## config.mk

```make
export PLATFORM = sky130hd
export DESIGN_NAME = pong_score_scanner
export DESIGN_NICKNAME = d
export VERILOG_FILES = /design/src/rtl/pong_score_scanner.sv
export SDC_FILE = /design/constraint.sdc
export NUM_CORES = 1
export LEC_CHECK = 0
export ABC_AREA = 1
export ABC_CLOCK_PERIOD_IN_PS = 2600
export BUFFER_PORTS_ARGS = -buffer_cell sky130_fd_sc_hd__buf_2
export CORE_ASPECT_RATIO = 0.9
export CORE_MARGIN = 2
export CORE_UTILIZATION = 50
export DETAILED_ROUTE_END_ITERATION = 10
export PLACE_DENSITY = 0.74
export SKIP_LAST_GASP = 1
export SLEW_MARGIN = 20
export SYNTH_ARGS = -nofsm -noshare
export SYNTH_HDL_FRONTEND = slang
export SYNTH_SLANG_ARGS = --single-unit
export TNS_END_PERCENT = 5
```

## constraint.sdc

```tcl
create_clock -name clk -period 2.6 [get_ports clk]
set_input_delay 0.26 -clock clk [delete_from_list [all_inputs] [get_ports clk]]
set_output_delay 0.26 -clock clk [all_outputs]
set_load 0.1 [all_outputs]
```

## src/rtl/pong_score_scanner.sv

```systemverilog
// Time-multiplexed 4-digit 7-segment scoreboard driver: clamps and converts two
// binary scores to BCD with a shared double-dabble FSM, then scans them with dead time and blink.
module pong_score_scanner #(
    parameter int CLK_DIV      = 100000,
    parameter int SCORE_W      = 7,
    parameter int BLINK_FRAMES = 32
) (
    input  logic               clk,
    input  logic               rst_n,
    input  logic               en,
    input  logic [SCORE_W-1:0] score_l,
    input  logic [SCORE_W-1:0] score_r,
    input  logic               score_valid,
    input  logic               blink_l,
    input  logic               blink_r,
    output logic               busy,
    output logic [6:0]         seg,
    output logic [3:0]         an
);

    localparam int CNT_W = $clog2(CLK_DIV);
    localparam int FR_W  = (BLINK_FRAMES > 1) ? $clog2(BLINK_FRAMES) : 1;
    localparam int SH_W  = $clog2(SCORE_W + 1);
    localparam logic [CNT_W-1:0]   CNT_LAST  = CNT_W'(CLK_DIV - 1);
    localparam logic [FR_W-1:0]    FR_LAST   = FR_W'(BLINK_FRAMES - 1);
    localparam logic [SH_W-1:0]    SH_LAST   = SH_W'(SCORE_W - 1);
    localparam logic [SCORE_W-1:0] SCORE_MAX = SCORE_W'(99);

    typedef enum logic [1:0] {
        ST_IDLE   = 2'd0,
        ST_LOAD   = 2'd1,
        ST_SHIFT  = 2'd2,
        ST_COMMIT = 2'd3
    } state_t;

    function automatic logic [SCORE_W-1:0] clamp99(input logic [SCORE_W-1:0] v);
        if (v > SCORE_MAX) begin
            return SCORE_MAX;
        end else begin
            return v;
        end
    endfunction

    // One double-dabble step on a two-digit BCD value: adjust each nibble, shift in b.
    function automatic logic [7:0] dd_step(input logic [7:0] bcd, input logic b);
        logic [3:0] t;
        logic [3:0] u;
        t = bcd[7:4];
        u = bcd[3:0];
        if (t >= 4'd5) begin
            t = t + 4'd3;
        end else begin
            t = t;
        end
        if (u >= 4'd5) begin
            u = u + 4'd3;
        end else begin
            u = u;
        end
        return {t[2:0], u, b};
    endfunction

    function automatic logic [6:0] seg7(input logic [3:0] d);
        case (d)
            4'd0:    return 7'b0000001;
            4'd1:    return 7'b1001111;
            4'd2:    return 7'b0010010;
            4'd3:    return 7'b0000110;
            4'd4:    return 7'b1001100;
            4'd5:    return 7'b0100100;
            4'd6:    return 7'b0100000;
            4'd7:    return 7'b0001111;
            4'd8:    return 7'b0000000;
            4'd9:    return 7'b0000100;
            default: return 7'b1111111;
        endcase
    endfunction

    state_t             state_q, state_d;
    logic [SCORE_W-1:0] bin_l_q, bin_l_d, bin_r_q, bin_r_d;
    logic [7:0]         bcd_l_q, bcd_l_d, bcd_r_q, bcd_r_d;
    logic [7:0]         disp_l_q, disp_l_d, disp_r_q, disp_r_d;
    logic [SH_W-1:0]    sh_cnt_q, sh_cnt_d;
    logic               busy_q, busy_d;
    logic [CNT_W-1:0]   cnt_q, cnt_d;
    logic [1:0]         idx_q, idx_d;
    logic [FR_W-1:0]    frame_q, frame_d;
    logic               phase_q, phase_d;
    logic [3:0]         an_q, an_d;
    logic [6:0]         seg_q, seg_d;
    logic [3:0]         nib_s;
    logic               tens_s;
    logic               blink_s;

    // Conversion FSM; a new strobe in any state restarts at LOAD and skips a pending commit.
    always_comb begin
        state_d  = state_q;
        bin_l_d  = bin_l_q;
        bin_r_d  = bin_r_q;
        bcd_l_d  = bcd_l_q;
        bcd_r_d  = bcd_r_q;
        disp_l_d = disp_l_q;
        disp_r_d = disp_r_q;
        sh_cnt_d = sh_cnt_q;
        if (score_valid) begin
            state_d = ST_LOAD;
            bin_l_d = clamp99(score_l);
            bin_r_d = clamp99(score_r);
        end else begin
            case (state_q)
                ST_IDLE: begin
                    state_d = ST_IDLE;
                end
                ST_LOAD: begin
                    bcd_l_d  = 8'd0;
                    bcd_r_d  = 8'd0;
                    sh_cnt_d = {SH_W{1'b0}};
                    state_d  = ST_SHIFT;
                end
                ST_SHIFT: begin
                    bcd_l_d  = dd_step(bcd_l_q, bin_l_q[SCORE_W-1]);
                    bcd_r_d  = dd_step(bcd_r_q, bin_r_q[SCORE_W-1]);
                    bin_l_d  = bin_l_q << 1;
                    bin_r_d  = bin_r_q << 1;
                    sh_cnt_d = sh_cnt_q + SH_W'(1);
                    if (sh_cnt_q == SH_LAST) begin
                        state_d = ST_COMMIT;
                    end else begin
                        state_d = ST_SHIFT;
                    end
                end
                ST_COMMIT: begin
                    disp_l_d = bcd_l_q;
                    disp_r_d = bcd_r_q;
                    state_d  = ST_IDLE;
                end
                default: begin
                    state_d = ST_IDLE;
                end
            endcase
        end
        busy_d = (state_d != ST_IDLE);
    end

    // Refresh counter, digit index, frame counter and blink phase.
    always_comb begin
        cnt_d   = cnt_q + CNT_W'(1);
        idx_d   = idx_q;
        frame_d = frame_q;
        phase_d = phase_q;
        if (cnt_q == CNT_LAST) begin
            cnt_d = {CNT_W{1'b0}};
            idx_d = idx_q + 2'd1;
            if (idx_q == 2'd3) begin
                if (frame_q == FR_LAST) begin
                    frame_d = {FR_W{1'b0}};
                    phase_d = ~phase_q;
                end else begin
                    frame_d = frame_q + FR_W'(1);
                end
            end else begin
                frame_d = frame_q;
            end
        end else begin
            idx_d = idx_q;
        end
    end

    // Digit select and segment/anode pattern for the next registered output.
    always_comb begin
        nib_s   = 4'd0;
        tens_s  = 1'b0;
        blink_s = 1'b0;
        case (idx_q)
            2'd0: begin nib_s = disp_r_q[3:0]; tens_s = 1'b0; blink_s = blink_r; end
            2'd1: begin nib_s = disp_r_q[7:4]; tens_s = 1'b1; blink_s = blink_r; end
            2'd2: begin nib_s = disp_l_q[3:0]; tens_s = 1'b0; blink_s = blink_l; end
            2'd3: begin nib_s = disp_l_q[7:4]; tens_s = 1'b1; blink_s = blink_l; end
            default: begin nib_s = 4'd0; tens_s = 1'b0; blink_s = 1'b0; end
        endcase
        an_d  = 4'b1111;
        seg_d = 7'b1111111;
        if (!en || (cnt_q == {CNT_W{1'b0}})) begin
            an_d  = 4'b1111;
            seg_d = 7'b1111111;
        end else begin
            an_d = ~(4'b0001 << idx_q);
            if ((blink_s && phase_q) || (tens_s && (nib_s == 4'd0))) begin
                seg_d = 7'b1111111;
            end else begin
                seg_d = seg7(nib_s);
            end
        end
    end

    // State and output registers.
    always_ff @(posedge clk or negedge rst_n) begin
        if (!rst_n) begin
            state_q  <= ST_IDLE;
            bin_l_q  <= {SCORE_W{1'b0}};
            bin_r_q  <= {SCORE_W{1'b0}};
            bcd_l_q  <= 8'd0;
            bcd_r_q  <= 8'd0;
            disp_l_q <= 8'd0;
            disp_r_q <= 8'd0;
            sh_cnt_q <= {SH_W{1'b0}};
            busy_q   <= 1'b0;
            cnt_q    <= {CNT_W{1'b0}};
            idx_q    <= 2'd0;
            frame_q  <= {FR_W{1'b0}};
            phase_q  <= 1'b0;
            an_q     <= 4'b1111;
            seg_q    <= 7'b1111111;
        end else begin
            state_q  <= state_d;
            bin_l_q  <= bin_l_d;
            bin_r_q  <= bin_r_d;
            bcd_l_q  <= bcd_l_d;
            bcd_r_q  <= bcd_r_d;
            disp_l_q <= disp_l_d;
            disp_r_q <= disp_r_d;
            sh_cnt_q <= sh_cnt_d;
            busy_q   <= busy_d;
            cnt_q    <= cnt_d;
            idx_q    <= idx_d;
            frame_q  <= frame_d;
            phase_q  <= phase_d;
            an_q     <= an_d;
            seg_q    <= seg_d;
        end
    end

    assign busy = busy_q;
    assign seg  = seg_q;
    assign an   = an_q;

endmodule

```

==> metrics.txt <==
hold slack=0.1331 ns; Min-Delay Path Class=primary input to flip-flop; worst vdd ir=0.2996 mV; post-synthesis register bit count=88; setup bufs post-CTS=0; setup_tns=0 ns; Routed WL=8.958 mm; Ys Warns=0; crit path max fanout=12; unrepaired setup endpoints after global routing=no; syn nets=587; deepest clock path buffer count=2; PortBufs=31; R2R cell count=11; multi-input logic area=2092 µm²; Worst setup EP type=flip-flop; critical hold path startpoint=score_r[0]; die footprint=10040 µm²; clk sinks=88; CTS tree=built; r2r setup slk=0.42 ns; dpl hpwl=6.599 mm; CTS Buf Count=9; CP Launch Type=flip-flop; Fmax=458.5 MHz; Starting Density=0.5114; max_cap viols=0; initial detailed-routing violation count=224; Post-Place Setup Slack=0.4368 ns; post-synthesis cell type count=38; largest net degree at the start of global routing=47; Post-Syn Area=4624 µm²; Storage cell area=2216 µm²; # setup viols final=0; drt pass-1 iters=5; fraction of layout cells with a size suffix above 1=0.1618; clk_lat worst skew=0.35 ns; Rel. slew slack=0.4257; GR Overflow Total=0; Die Wd=105.4 µm; H-tree depth=3; Antenna Cells=0; DR WL/cell=12.74 µm; Yosys top cell area share=0.4167; Worst Hold End=bin_r_q[0]; Synth area leaders=dfrtp_1 42%, nand2_1 9.0%, ha_1 7.0%; core footprint=9042 µm²; PwrDens=567.3 nW/µm²; vias in the first global route=3456; Row Count=33; final setup skew=0.01549 ns; Finished Layout Cells=703; Reg clk slew, reported paths=0.09 ns; Final period util=0.8388; root buffer selected by CTS=clkbuf_8; vias per cell=5.139; I/O pin cnt=32; cts repair resizes=0; first-pass GRT wire length=15.85 mm; gr usage total=0.1950; Seq/Total Area, Yosys=0.4792; Final Wtd Congestion=0.8557; Hold Vio Cnt, Final=0; Critical Path RT=2.86 ns; Slew Limit Fails=0; leading area contributor after synthesis=dfrtp_1; Worst Tran Pin Value=0.8594 ns; fill count=810; synthesized netlist cell count=541; Final min period=2.181 ns; critical path class=flip-flop to flip-flop; DRC Markers=0; Setup WS post-layout=0.4190 ns; RR Startpoint=idx_q[0]; total number of vias=3613; P_leak=2.396 nW; ANT nets after route=0; Die Y=95.24 µm; FF-to-FF End=seg[0]; hold depth=3; initial antenna violation count=0; Worst EP arrival=2.44 ns; Inst Count DP=686; P&R area growth vs syn=10.82%; nets=622; status=finished clean; Avg Inst Size Synth=8.548 µm²
sequential cells by signal, summed over array words and instances (netlist names):
name and cells:
phase_q 1, cnt_q 17, disp_r_q 8, frame_q 5, bin_r_q 7, idx_q 2
bcd_l_q 8, state_q 2, bcd_r_q 8, sh_cnt_q 3, bin_l_q 7, disp_l_q 8
busy 1, an 4, seg 7
layout make-up:
cell class	count	share of cell area
clock buffers	11	0.02954
clock inverters	5	0.01074
inverters	72	0.05273
multi-input cells	372	0.4082
flip-flops and latches	88	0.4324
well taps	122	0.02979
repair buffers	33	0.03662
stage by stage:
step,power [mW],cell area (µm²),util
2_1_floorplan,1.865,4624,-
3_3_place_gp,1.964,4908,0.5428
3_5_place_dp,1.979,4908,0.5428
4_1_cts,2.944,5125,0.5668
5_1_grt,3.061,5125,0.5668
6_report,2.907,5125,0.5668
worst max path at each step:
| stage | start | to | slack (ns) | cells past startpoint |
|---|---|---|---|---|
| floorplan | idx_q[0] | seg[0] | 0.76 | 12 |
| global placement | idx_q[0] | seg[0] | 0.56 | 11 |
| detailed placement | idx_q[0] | seg[0] | 0.44 | 11 |
| CTS | idx_q[0] | seg[0] | 0.40 | 11 |
| global route | idx_q[1] | seg[5] | 0.11 | 11 |
| finish | idx_q[0] | seg[0] | 0.42 | 11 |
synthesized netlist by cell type, drive strengths merged:
library cell,instances
o211ai,2
nor2,57
a21boi,1
buf,6
o21ai,57
clkinv,1
o221ai,5
a21oi,20
xor2,11
nor3,10
ha,26
nand2,117
xnor2,4
o21bai,1
nand3,35
a31oi,1
o22ai,12
or2,3
inv,71
dfrtp,77
nand4,7
nand3b,3
clkbuf,3
dfstp,11
where the power goes:
part           switching (mW)  internal, mW  total (mW)
sequential             0.0388          1.46        1.50
clock                   0.465         0.494       0.958
combinational           0.333         0.113       0.446
timing repair:
item,CTS,global route
hold buffers,1,0
setup endpoints to repair,0,0
endpoints found under the hold margin,34,0
routing by layer:
layer / up-vias / wire (µm) / track usage / share of wire
met2: 78 / 4172 / 0.3156 / 0.47
li1: 1832 / - / - / -
met1: 1699 / 4344 / 0.2662 / 0.48
met3: 4 / 388 / 0.05195 / 0.043
met5: - / 0 / 0 / 0
met4: 0 / 53 / 0.04111 / 0.0059
critical path, cell delays in order (launching register included):
cell and delay (ns):
dfrtp_1 0.39, ha_1 0.45, nand2_1 0.10, nand2_1 0.07, nor2_1 0.04, nor2_1 0.20, inv_1 0.14, ha_1 0.23
o21ai_0 0.07, nor2_1 0.08, nor2_2 0.21, nand3_1 0.12
cell usage in the layout (no fill, tap or decap), drive strengths merged, types with 5 or more instances in the layout:
master,Yosys,final
o22ai,12,12
nand4,7,7
a21oi,20,20
nor3,10,10
buf,6,32
dfstp,11,11
clkbuf,3,11
xor2,11,11
o221ai,5,5
nand3,35,35
nor2,57,57
nand2,117,117
ha,26,26
dfrtp,77,77
o21ai,57,57
inv,71,71
cells by family after synthesis:
kind of cell | Yosys count | synth area share
DFF | 88 | 0.4792
AOI/OAI and AO/OA | 99 | 0.1209
xor gates and xnor gates | 15 | 0.02841
buffers and inverters | 81 | 0.06845
adders and majority gates | 26 | 0.07035
and+or+nand+nor | 232 | 0.2327
Note: power is estimated with default switching activity, not from simulation.
